===== src/rtl/proc_clk_pkg.sv =====
// Shared defaults for the processor clock controller and its divider.
package proc_clk_pkg;

   localparam int unsigned DEFAULT_DIV       = 4;
   localparam int unsigned DEFAULT_NUM_STALL = 2;
   localparam int unsigned DEFAULT_TIMEOUT_W = 16;
   localparam int unsigned DEFAULT_CNT_W     = 32;

endpackage


===== src/rtl/clk_divider.sv =====
// Divides clk by DIV into a 50% duty registered clk_sys.
// Also provides one-cycle strobes marking the clk edges where clk_sys rises/falls.
module clk_divider
   import proc_clk_pkg::*;
#(
   parameter int unsigned DIV = DEFAULT_DIV
) (
   input  logic clk_i,
   input  logic rst_ni,
   output logic clk_sys_o,
   output logic rise_c_o,
   output logic fall_c_o
);

   localparam int unsigned HALF = DIV / 2;
   localparam int unsigned DW   = (HALF > 1) ? $clog2(HALF) : 1;

   if ((DIV < 2) || ((DIV % 2) != 0)) begin : g_bad_div
      $error("clk_divider: DIV must be even and >= 2");
   end

   logic [DW-1:0] div_cnt_q, div_cnt_d;
   logic          clk_sys_q, clk_sys_d;
   logic          wrap_c;

   // Half-period counter; clk_sys toggles on each wrap.
   always_comb begin
      wrap_c    = (div_cnt_q == DW'(HALF - 1));
      div_cnt_d = wrap_c ? '0 : div_cnt_q + DW'(1);
      clk_sys_d = clk_sys_q ^ wrap_c;
      rise_c_o  = wrap_c & ~clk_sys_q;
      fall_c_o  = wrap_c & clk_sys_q;
   end

   always_ff @(posedge clk_i or negedge rst_ni) begin
      if (!rst_ni) begin
         div_cnt_q <= '0;
         clk_sys_q <= 1'b0;
      end else begin
         div_cnt_q <= div_cnt_d;
         clk_sys_q <= clk_sys_d;
      end
   end

   assign clk_sys_o = clk_sys_q;

endmodule


===== src/rtl/proc_clk_ctrl.sv =====
// Processor clock controller: divided clk_sys, stall-gated clk_proc, stall watchdog.
// Optional stall_cycles performance counter enabled by `define STALL_PERF_CNT_EN.
module proc_clk_ctrl
   import proc_clk_pkg::*;
#(
   parameter int unsigned DIV       = DEFAULT_DIV,
   parameter int unsigned NUM_STALL = DEFAULT_NUM_STALL,
   parameter int unsigned TIMEOUT_W = DEFAULT_TIMEOUT_W,
   parameter int unsigned CNT_W     = DEFAULT_CNT_W
) (
   input  logic                 clk,
   input  logic                 rst_n,
   input  logic [NUM_STALL-1:0] stall_req,
   input  logic [NUM_STALL-1:0] stall_mask,
   input  logic [TIMEOUT_W-1:0] timeout_limit,
   input  logic                 timeout_clr,
   output logic                 clk_sys,
   output logic                 clk_proc,
   output logic                 stall_active,
   output logic [NUM_STALL-1:0] stall_src,
   output logic                 timeout,
   output logic [CNT_W-1:0]     stall_cycles
);

   localparam int unsigned TW1 = TIMEOUT_W + 1;

   logic                 rise_c, fall_c;
   logic [NUM_STALL-1:0] eff_c;
   logic                 any_c, hit_c;
   logic [TW1-1:0]       timer_inc_c;

   logic                 gate_q, gate_d;
   logic [TIMEOUT_W-1:0] timer_q, timer_d;
   logic [NUM_STALL-1:0] src_q, src_d;
   logic                 timeout_q, timeout_d;
   logic                 clk_proc_q, clk_proc_d;

   clk_divider #(.DIV(DIV)) u_div (
      .clk_i     (clk),
      .rst_ni    (rst_n),
      .clk_sys_o (clk_sys),
      .rise_c_o  (rise_c),
      .fall_c_o  (fall_c)
   );

   // Stall requests are only looked at on clk_sys falls, so mid-period changes are invisible.
   always_comb begin
      eff_c       = stall_req & ~stall_mask;
      any_c       = |eff_c;
      timer_inc_c = {1'b0, timer_q} + TW1'(1);
      hit_c       = gate_q && (timeout_limit != '0) && (timer_inc_c == {1'b0, timeout_limit});

      gate_d    = gate_q;
      timer_d   = timer_q;
      src_d     = src_q;
      timeout_d = timeout_q;

      if (timeout_clr) timeout_d = 1'b0;

      if (fall_c) begin
         gate_d = any_c & ~timeout_q & ~hit_c;
         src_d  = eff_c;
         if (gate_q) timer_d = (&timer_q) ? timer_q : timer_inc_c[TIMEOUT_W-1:0];
         else        timer_d = '0;
         if (hit_c)  timeout_d = 1'b1;
      end

      // Equivalent to next_clk_sys | next_gate: rises follow clk_sys, falls follow the new gate.
      if (rise_c)      clk_proc_d = 1'b1;
      else if (fall_c) clk_proc_d = gate_d;
      else             clk_proc_d = clk_proc_q;
   end

   always_ff @(posedge clk or negedge rst_n) begin
      if (!rst_n) begin
         gate_q     <= 1'b0;
         timer_q    <= '0;
         src_q      <= '0;
         timeout_q  <= 1'b0;
         clk_proc_q <= 1'b0;
      end else begin
         gate_q     <= gate_d;
         timer_q    <= timer_d;
         src_q      <= src_d;
         timeout_q  <= timeout_d;
         clk_proc_q <= clk_proc_d;
      end
   end

   assign clk_proc     = clk_proc_q;
   assign stall_active = gate_q;
   assign stall_src    = src_q;
   assign timeout      = timeout_q;

`ifdef STALL_PERF_CNT_EN
   logic [CNT_W-1:0] perf_q, perf_d;

   // Counts clk_proc rises swallowed by the gate; saturating.
   always_comb begin
      perf_d = perf_q;
      if (rise_c && gate_q && !(&perf_q)) perf_d = perf_q + CNT_W'(1);
   end

   always_ff @(posedge clk or negedge rst_n) begin
      if (!rst_n) perf_q <= '0;
      else        perf_q <= perf_d;
   end

   assign stall_cycles = perf_q;
`else
   assign stall_cycles = '0;
`endif

endmodule

===== config.mk =====
export PLATFORM = sky130hd
export DESIGN_NAME = proc_clk_ctrl
export DESIGN_NICKNAME = d
export VERILOG_FILES = /design/src/rtl/proc_clk_pkg.sv /design/src/rtl/clk_divider.sv /design/src/rtl/proc_clk_ctrl.sv
export SDC_FILE = /design/constraint.sdc
export NUM_CORES = 1
export LEC_CHECK = 0
export CAP_MARGIN = 20
export CORE_MARGIN = 5
export CORE_UTILIZATION = 50
export DETAILED_ROUTE_END_ITERATION = 12
export GPL_ROUTABILITY_DRIVEN = 0
export PLACE_DENSITY = 0.88
export SYNTH_ARGS = -nofsm -noshare
export SYNTH_HDL_FRONTEND = slang
export SYNTH_SLANG_ARGS = --single-unit

===== constraint.sdc =====
create_clock -name clk -period 4.5 [get_ports clk]
set_clock_uncertainty 0.2 [all_clocks]
set_input_delay 0.675 -clock clk [delete_from_list [all_inputs] [get_ports clk]]
set_output_delay 0.675 -clock clk [all_outputs]
set_load 0.02 [all_outputs]

==> run metrics, run 1 <==
Remaining DRCs=0; 1st-iter DRT viols=around 110; fin. max-slew vios=0; most common cell after layout, fill and taps aside=conb_1; largest net degree at the start of global routing=24; final worst setup slack=around 1200 ps; Critical Path End Type=flop; final hold vios=0; die area=~5000 µm²; Post-synth EDFFs=0; DR vias=1626; dpl ws=roughly 1300 ps; Post-Route WL=between 4000 and 5000 µm; Num Clock Sinks=23; H-Tree Depth=1; CTS tree=done; vias per cell=~5.5; max-capacitance violation count=0; Ys Warns=0; Worst Max-Slew Pin Slew=771 ps; status=finished, final reports clean; Total GRT Usage=17.0%; I/O Pins=61; Port Buffers=28; accumulated negative setup slack=0 ps; die height=around 70 µm; min-delay worst type=flop to flop; worst hold slack=about 260 ps; ratio of cells with drive above 1 in the final layout=under 10%; Setup CP Type=flop to flop; area of the core=3660 µm²; drt first pass iters=4; unrepaired setup endpoints after global routing=false; Initial Util=between 50 and 60%; Syn Area/Cell=8.40 µm²; post-cts resize count=0; CTS Buf Count=3; Primary FF master, synth=dfrtp_1; Peak VDD IR=about 0.19 mV; highest clock rate=roughly 0.3 GHz; busiest grt layer=met2; GRT Residual Overflow=0; Final #Nets=273; Max FO, Critical Path=12; final period utilization=72.6%; M1 GR Usage=between 20 and 25%; min cycle time layout=3270 ps; endpoints failing setup=0; Slew headroom=48.3%; Setup crit start kind=flop; row count=22; Mapped Cells=226; register area share after synthesis=between 30 and 40%; number of global-route vias before repair=about 1500; CTS Hold Bufs=0; first-pass GRT wire length=around 7000 µm; DRT antenna net count=0; Die W=just over 70 µm; WL/cell=roughly 14 µm; Leakage=approximately 0.85 nW; CP arrival=around 3200 ps; Worst-path clk slew=~80 ps; Final Util=around three fifths; Post-CTS Setup Bufs=0; PD cells=207 nW/µm²; synth unique cells=42; area delta synth->final=12.5%; synthesized flop and latch total=23; Synth Cell Area=approximately 1900 µm²; most frequent cells in the layout=conb_1, clkdlybuf4s50_1, dfrtp_1; clk_lat worst skew=roughly 270 ps; worst-case clock buffer depth=2; Root Buffer=clkbuf_8; Async SR Flop Fraction=between 90% and 100%; met2 usage=between 20% and 30%; post-DP HPWL=around 3200 µm; Diodes inserted=0; CP required=around 4400 ps; initial antenna violation count=0; met3 usage=around 2.1%
==> report_power, final <==
part / leakage [nW] / switching, mW / total, mW / internal (mW)
Combinational: 0.520 / 0.0549 / 0.0944 / 0.0395
Sequential: 0.309 / 0.00761 / 0.219 / 0.211
Clock: 0.0255 / 0.0681 / 0.130 / 0.0619
Total: 0.854 / 0.131 / 0.443 / 0.312
==> worst max-delay path: stages, from the launching register on <==
cell	delay (ps)
dfrtp_1	450
ha_1	260
nand3_1	350
or3_1	540
o31ai_2	650
buf_4	290
or2_2	260
o21ai_0	140
==> through the flow <==
| stage | instance area [µm²] | cells | power (mW) |
|---|---|---|---|
| global placement | 2060 | 289 | 0.311 |
| finish | 2140 | 294 | 0.443 |
| CTS | 2110 | 293 | 0.442 |
| floorplan | 2020 | 257 | 0.296 |
| global route | 2140 | 294 | 0.463 |
| detailed placement | 2060 | 289 | 0.313 |
==> cell families after synthesis <==
kind of cell / count (synthesis) / synth area share [%]
other: 1 / 0.197
and+or+nand+nor: 71 / 21.1
DFF: 23 / 30.3
muxes: 3 / 1.58
buffers and inverters: 55 / 17.9
AOI/OAI and AO/OA: 50 / 17.7
adders and majority gates: 3 / 1.98
xor gates and xnor gates: 20 / 9.22
==> layer usage <==
layer	up-vias	part of all wire, %	wire length, µm
met4	0	1.7	73
li1	779	-	-
met3	4	8.5	362
met5	-	0	0
met2	70	47	2010
met1	773	43	1810
==> sequential cells by signal, summed over array words and instances (netlist names) <==
signal           count
clk_proc             1
timeout              1
timer_q             16
stall_active         1
stall_src            2
u_div.clk_sys_o      1
u_div.div_cnt_q      1
==> worst paths after layout <==
check,end,from,cells past startpoint,slack (ps)
min,u_div.div_cnt_q,u_div.div_cnt_q,1,260
min in group asynchronous,u_div.clk_sys_o,rst_n,1,480
max in group asynchronous,timer_q[8],rst_n,2,3210
min reg2reg,u_div.div_cnt_q,u_div.div_cnt_q,1,260
max,timer_q[2],timer_q[0],7,1230
max reg2reg,timer_q[2],timer_q[0],7,1230
==> cell usage after synthesis (2+ instances only) <==
master    number  share of area, %
buf_4         33                13
dfrtp_1       23                30
o21ai_0       19               5.0
nand2_1       17               3.4
xnor2_1       15               6.9
inv_1         10               2.0
o31ai_1        9               3.6
buf_2          7               1.8
nand4_1        7               2.3
a21oi_1        6               1.6
nand3_1        6               1.6
nor4_1         6               2.0
and2_1         5               1.6
clkbuf_1       5              0.99
nor2_1         5              0.99
xor2_1         5               2.3
a22o_1         4               1.8
nand3b_1       4               1.6
nor3_1         4               1.1
or3_1          4               1.3
ha_1           3               2.0
mux2i_1        3               1.6
a21o_1         2              0.79
nor2b_1        2              0.66
o22ai_1        2              0.66
o41ai_1        2              0.92
or2_2          2              0.66
or4_1          2              0.79
==> area by class of cell <==
class | count | area (µm²)
Tap cell | 48 | 60.1
Sequential cell | 23 | 576
Multi-Input combinational cell | 179 | 1100
Inverter | 10 | 37.5
Timing Repair Buffer | 30 | 315
Fill cell | 329 | 1530
Clock inverter | 1 | 5.00
Clock buffer | 3 | 41.3
No activity file was read; power rests on OpenSTA's default activity.
==> inputs of run 2 (changes only) <==
--- a/config.mk
+++ b/config.mk
@@ -7,10 +7,10 @@
 export LEC_CHECK = 0
 export CAP_MARGIN = 20
 export CORE_MARGIN = 5
-export CORE_UTILIZATION = 50
+export CORE_UTILIZATION = 42
 export DETAILED_ROUTE_END_ITERATION = 12
 export GPL_ROUTABILITY_DRIVEN = 0
-export PLACE_DENSITY = 0.88
+export PLACE_DENSITY = 0.79
 export SYNTH_ARGS = -nofsm -noshare
 export SYNTH_HDL_FRONTEND = slang
 export SYNTH_SLANG_ARGS = --single-unit
==> constraint.sdc (replaced) <==
create_clock -name clk -period 2.8 [get_ports clk]
set_clock_uncertainty 0.2 [all_clocks]
set_input_delay 0.42 -clock clk [delete_from_list [all_inputs] [get_ports clk]]
set_output_delay 0.42 -clock clk [all_outputs]
set_load 0.02 [all_outputs]
==> run metrics, run 2 (synthesis results as in run 1) <==
crit-path leading delay family=simple AND/OR/NAND/NOR gates (unchanged); fin. max-slew vios=0 (unchanged); Die W=77.2 µm (was 71.6 µm); max-capacitance violation count=0 (unchanged); CP arrival=2590 ps (was 3210 ps); CP cell instances=ha_1 > nand3_1 > or3_1 > a2111oi_2 > o2111ai_1 > nor4_2 > o21ai_0 (was ha_1 > nand3_1 > or3_1 > o31ai_2 > buf_4 > or2_2 > o21ai_0); WL/cell=13.9 µm (was 14.5 µm); Final #Nets=279 (was 273); Total Power=0.721 mW (was 0.443 mW); row count=24 (was 22); I/O Pins=61 (unchanged); CTS Hold Bufs=0 (unchanged); accumulated negative setup slack=0 ps (unchanged); CP startpoint=timer_q[1] (was timer_q[0]); Critical Path End Type=flop (unchanged); drt first pass iters=4 (unchanged); unrepaired setup endpoints after global routing=false (unchanged); Initial Util=43.3% (was 51.9%); die height=77.2 µm (was 71.6 µm); CTS Buf Count=3 (unchanged); Setup crit start kind=flop (unchanged); CP required=2750 ps (was 4440 ps); Largest Register=timer_q (unchanged); highest clock rate=0.378 GHz (was 0.306 GHz); number of flip-flops under the largest register name=16 (unchanged); post-DP HPWL=3250 µm (about the same); Total GRT Usage=13.5% (was 17.0%); most frequent cells in the layout=conb_1, clkdlybuf4s50_1, dfrtp_1 (unchanged); Hold Path Depth=1 (unchanged); largest net degree at the start of global routing=24 (unchanged); vias per cell=5.29 (was 5.53); Crit-path slowest cell=dfrtp_1 (was o31ai_2); GRT Residual Overflow=0 (unchanged); Diodes inserted=0 (unchanged); reg2reg setup slack=150 ps (was 1230 ps); CP max stage delay=420 ps (was 650 ps); PD cells=333 nW/µm² (was 207 nW/µm²); post-cts resize count=0 (unchanged); CP Buf/Inv Count=0 (was 1); DRT antenna net count=0 (unchanged); final hold vios=0 (unchanged); area of the core=4380 µm² (was 3660 µm²); r2r endpoint=clk_proc (was timer_q[2]); Root Buffer=clkbuf_8 (unchanged); Post-Route WL=4240 µm (was 4250 µm); non-filler cells, final=304 (was 294); ratio of cells with drive above 1 in the final layout=7.54% (was 5.28%); DR vias=1608 (was 1626); worst-case clock buffer depth=2 (unchanged); clk_lat worst skew=270 ps (about the same); die area=5970 µm² (was 5130 µm²); Worst Max-Slew Pin Slew=628 ps (was 771 ps); min cycle time layout=2650 ps (was 3270 ps); area delta synth->final=14.2% (was 12.5%); number of global-route vias before repair=1437 (was 1524); Worst-path clk slew=90 ps (was 80 ps); Setup CP Type=flop to flop (unchanged); 1st-iter DRT viols=96 (was 111); Crit path depth=7 (unchanged); Peak VDD IR=0.177 mV (was 0.194 mV); R2R depth=7 (unchanged); CP endpoint=clk_proc (was timer_q[2]); initial antenna violation count=0 (unchanged); Remaining DRCs=0 (unchanged); most common cell after layout, fill and taps aside=conb_1 (unchanged); status=finished, final reports clean (unchanged); Post-CTS Setup Bufs=0 (unchanged); Port Buffers=28 (unchanged); Placed Cells=300 (was 289); Max FO, Critical Path=5 (was 12); CTS tree=done (unchanged); Leakage=0.870 nW (was 0.854 nW); endpoints failing setup=0 (unchanged); first-pass GRT wire length=6760 µm (was 6990 µm); final period utilization=94.5% (was 72.6%); H-Tree Depth=1 (unchanged); worst hold slack=262 ps (was 258 ps); min-delay worst type=flop to flop (unchanged); Num Clock Sinks=23 (unchanged); Reg2Reg Launch Point=timer_q[1] (was timer_q[0]); Slew headroom=57.7% (was 48.3%)
run 2: changes by cell type in the layout (fill, tap and decap cells not counted):
cell,before,now
buf_16,1,0
clkinvlp_4,0,1
clkinv_2,1,0
buf_4,1,8
run 2: worst min path at each step:
stage / slack [ps] / start / endpoint
after floorplan: -80 / rst_n / clk_proc
after global placement: 240 / u_div.div_cnt_q / u_div.div_cnt_q
after detailed placement: 250 / u_div.div_cnt_q / u_div.div_cnt_q
after CTS: 270 / u_div.div_cnt_q / u_div.div_cnt_q
after global routing: 300 / u_div.div_cnt_q / u_div.div_cnt_q
final: 260 / u_div.div_cnt_q / u_div.div_cnt_q
run 2: metrics by stage:
stage	setup WS (ps)	instance area [µm²]	utilization (%)
final	153	2170	49.5
after global routing	38.7	2170	49.5
after CTS	149	2170	49.5
after detailed placement	55.5	2120	48.3
after global placement	113	2120	48.3
after floorplan	440	2020	-
run 2: layer usage:
metal  up-vias  share of wire (%)  routed length, µm  track usage [%]
li1        792                  -                  -                -
met2        59                 47               2010             23.1
met4         0                1.1                 46             3.78
met3         6                7.3                308             2.11
met5         -                  0                  0                0
met1       751                 44               1870             17.4
run 2: final cells by class:
type	count	area [µm²]
Inverter	10	37.5
Clock buffer	3	41.3
Sequential cell	23	576
Multi-Input combinational cell	179	1100
Fill cell	428	2220
Clock inverter	1	7.51
Tap cell	52	65.1
Timing Repair Buffer	36	340
run 2: where the power goes:
group	internal, mW	switching (mW)
Sequential	0.339	0.0101
Clock	0.101	0.116
Combinational	0.0646	0.0909
run 2: worst reg2reg max path, stage by stage (launching register included):
cell and delay [ps]:
dfrtp_1 420, ha_1 250, nand3_1 190, or3_1 410, a2111oi_2 380, o2111ai_1 170, nor4_2 380, o21ai_0 130
==> inputs of run 3 (changes only) <==
--- a/config.mk
+++ b/config.mk
@@ -10,6 +10,7 @@
 export CORE_UTILIZATION = 42
 export DETAILED_ROUTE_END_ITERATION = 12
 export GPL_ROUTABILITY_DRIVEN = 0
+export GPL_TIMING_DRIVEN = 0
 export PLACE_DENSITY = 0.79
 export SYNTH_ARGS = -nofsm -noshare
 export SYNTH_HDL_FRONTEND = slang
==> constraint.sdc (replaced) <==
create_clock -name clk -period 2.8 [get_ports clk]
set_clock_uncertainty 0.2 [all_clocks]
set_input_delay 0.84 -clock clk [delete_from_list [all_inputs] [get_ports clk]]
set_output_delay 0.84 -clock clk [all_outputs]
set_load 0.05 [all_outputs]
==> run metrics, run 3 (synthesis results as in run 1) <==
die area=5970 µm² (unchanged); number of flip-flops under the largest register name=16 (unchanged); WL/cell=13.4 µm (was 13.9 µm); CP arrival=2680 ps (was 2590 ps); r2r endpoint=clk_proc (unchanged); CTS Hold Bufs=0 (unchanged); Reg2Reg Launch Point=timer_q[0] (was timer_q[1]); Crit-path slowest cell=or4_4 (was dfrtp_1); Total Power=0.832 mW (was 0.721 mW); Setup CP Type=primary input to flop (was flop to flop); Largest Register=timer_q (unchanged); Max FO, Critical Path=3 (was 5); GRT Residual Overflow=0 (unchanged); first-pass GRT wire length=7660 µm (was 6760 µm); unrepaired setup endpoints after global routing=false (unchanged); CP max stage delay=550 ps (was 420 ps); top sig layer=met4 (unchanged); hold path start=u_div.div_cnt_q (unchanged); die height=77.2 µm (unchanged); endpoints failing setup=0 (unchanged); Port Buffers=28 (unchanged); status=finished, final reports clean (unchanged); PD cells=332 nW/µm² (was 333 nW/µm²); I/O Pins=61 (unchanged); Die W=77.2 µm (unchanged); fin. max-slew vios=0 (unchanged); dpl ws=-433 ps (was 55.5 ps); drt first pass iters=4 (unchanged); non-filler cells, final=346 (was 304); vias per cell=5.04 (was 5.29); met2 wire length=2260 µm (was 2010 µm); min-delay worst type=flop to flop (unchanged); most frequent cells in the layout=buf_4, conb_1, clkdlybuf4s50_1 (was conb_1, clkdlybuf4s50_1, dfrtp_1); most common cell after layout, fill and taps aside=buf_4 (was conb_1); final worst setup slack=85.1 ps (was 153 ps); Leakage=1.10 nW (was 0.870 nW); Hold Path End=u_div.div_cnt_q (unchanged); initial antenna violation count=0 (unchanged); worst-case clock buffer depth=2 (unchanged); Critical Path End Type=flop (unchanged); Total GRT Usage=15.5% (was 13.5%); CTS Buf Count=3 (unchanged); Filler Cell Count=405 (was 428); WL met1=2010 µm (was 1870 µm); area of the core=4380 µm² (unchanged); CP startpoint=timeout_limit[9] (was timer_q[1]); clk_lat worst skew=270 ps (about the same); Slew headroom=58.6% (was 57.7%); Initial Util=43.3% (unchanged); CTS tree=done (unchanged); Root Buffer=clkbuf_8 (unchanged); max-capacitance violation count=0 (unchanged); Final Util=57.2% (was 49.5%); final hold vios=0 (unchanged); R2R depth=9 (was 7); highest clock rate=0.368 GHz (was 0.378 GHz); Num Clock Sinks=23 (unchanged); Final #Nets=321 (was 279); Worst Max-Slew Pin Slew=615 ps (was 628 ps); row count=24 (unchanged); Diodes inserted=0 (unchanged); met3 routed WL=314 µm (was 308 µm); largest net degree at the start of global routing=24 (unchanged); H-Tree Depth=1 (unchanged); Remaining DRCs=0 (unchanged); area delta synth->final=32.1% (was 14.2%); Post-Route WL=4640 µm (was 4240 µm); DR vias=1743 (was 1608); reg2reg setup slack=220 ps (was 150 ps); number of global-route vias before repair=1634 (was 1437); DRT antenna net count=0 (unchanged); Placed Cells=337 (was 300); Peak VDD IR=0.193 mV (was 0.177 mV); min cycle time layout=2710 ps (was 2650 ps); Setup crit start kind=primary input (was flop); ratio of cells with drive above 1 in the final layout=21.4% (was 7.54%); Hold Path Depth=1 (unchanged); 1st-iter DRT viols=148 (was 96); worst hold slack=256 ps (was 262 ps); CP cell instances=dlygate4sd2_1 > or4_4 > nor4_4 > a311oi_1 > o2111ai_2 > nor4_2 > buf_4 > a22o_1 (was ha_1 > nand3_1 > or3_1 > a2111oi_2 > o2111ai_1 > nor4_2 > o21ai_0); CP required=2770 ps (was 2750 ps); final period utilization=97.0% (was 94.5%); post-DP HPWL=3500 µm (was 3250 µm); Worst-path clk slew=80 ps (was 90 ps)
==> run 3: how the worst max path moves through the flow <==
stage / to / slack, ps / depth (start not counted)
after detailed placement: clk_proc / -430 / 7
after CTS: clk_proc / 30 / 8
after global placement: timeout / -390 / 7
final: timeout / 90 / 8
after floorplan: clk_proc / 280 / 6
after global routing: clk_proc / 9 / 8
==> run 3: metal layers <==
layer	up-vias	global-route usage [%]
met1	800	20.9
li1	880	-
met4	0	4.30
met5	-	0
met2	58	25.2
met3	5	2.81
==> run 3: through the flow <==
stage | setup TNS (ps) | cell area, µm²
4_1_cts | 0 | 2430
3_3_place_gp | -1130 | 2360
3_5_place_dp | -1230 | 2360
2_1_floorplan | 0 | 2020
6_report | 0 | 2510
5_1_grt | 0 | 2510
==> run 3: what timing repair did <==
action                     4_1_cts  5_1_grt
buffers inserted                 1        3
pin swaps                        5        3
setup endpoints to repair        3        9
gates resized for setup          7        9
==> run 3: worst max-delay path, delay by kind of cell <==
family,cells,cell delay [ps]
and+or+nand+nor,3,890
buffers and inverters,2,410
AOI/OAI and AO/OA,3,540
==> run 3: power breakdown <==
group	leakage [nW]	internal [mW]	total [mW]	switching, mW
sequential	0.308	0.340	0.347	0.00703
combinational	0.768	0.0978	0.267	0.170
clock	0.0217	0.101	0.218	0.117
total	1.10	0.538	0.832	0.294
==> run 3: cell type report <==
class,count,area (µm²),share of cell area (%)
buffer,45,304,12.1
clock buffer,3,41.3,1.65
clock inverter,1,7.51,0.299
inverter,10,37.5,1.50
multi-input combinational,179,1150,46.0
sequential,23,577,23.0
tap,52,65.1,2.59
timing repair buffer,33,323,12.9
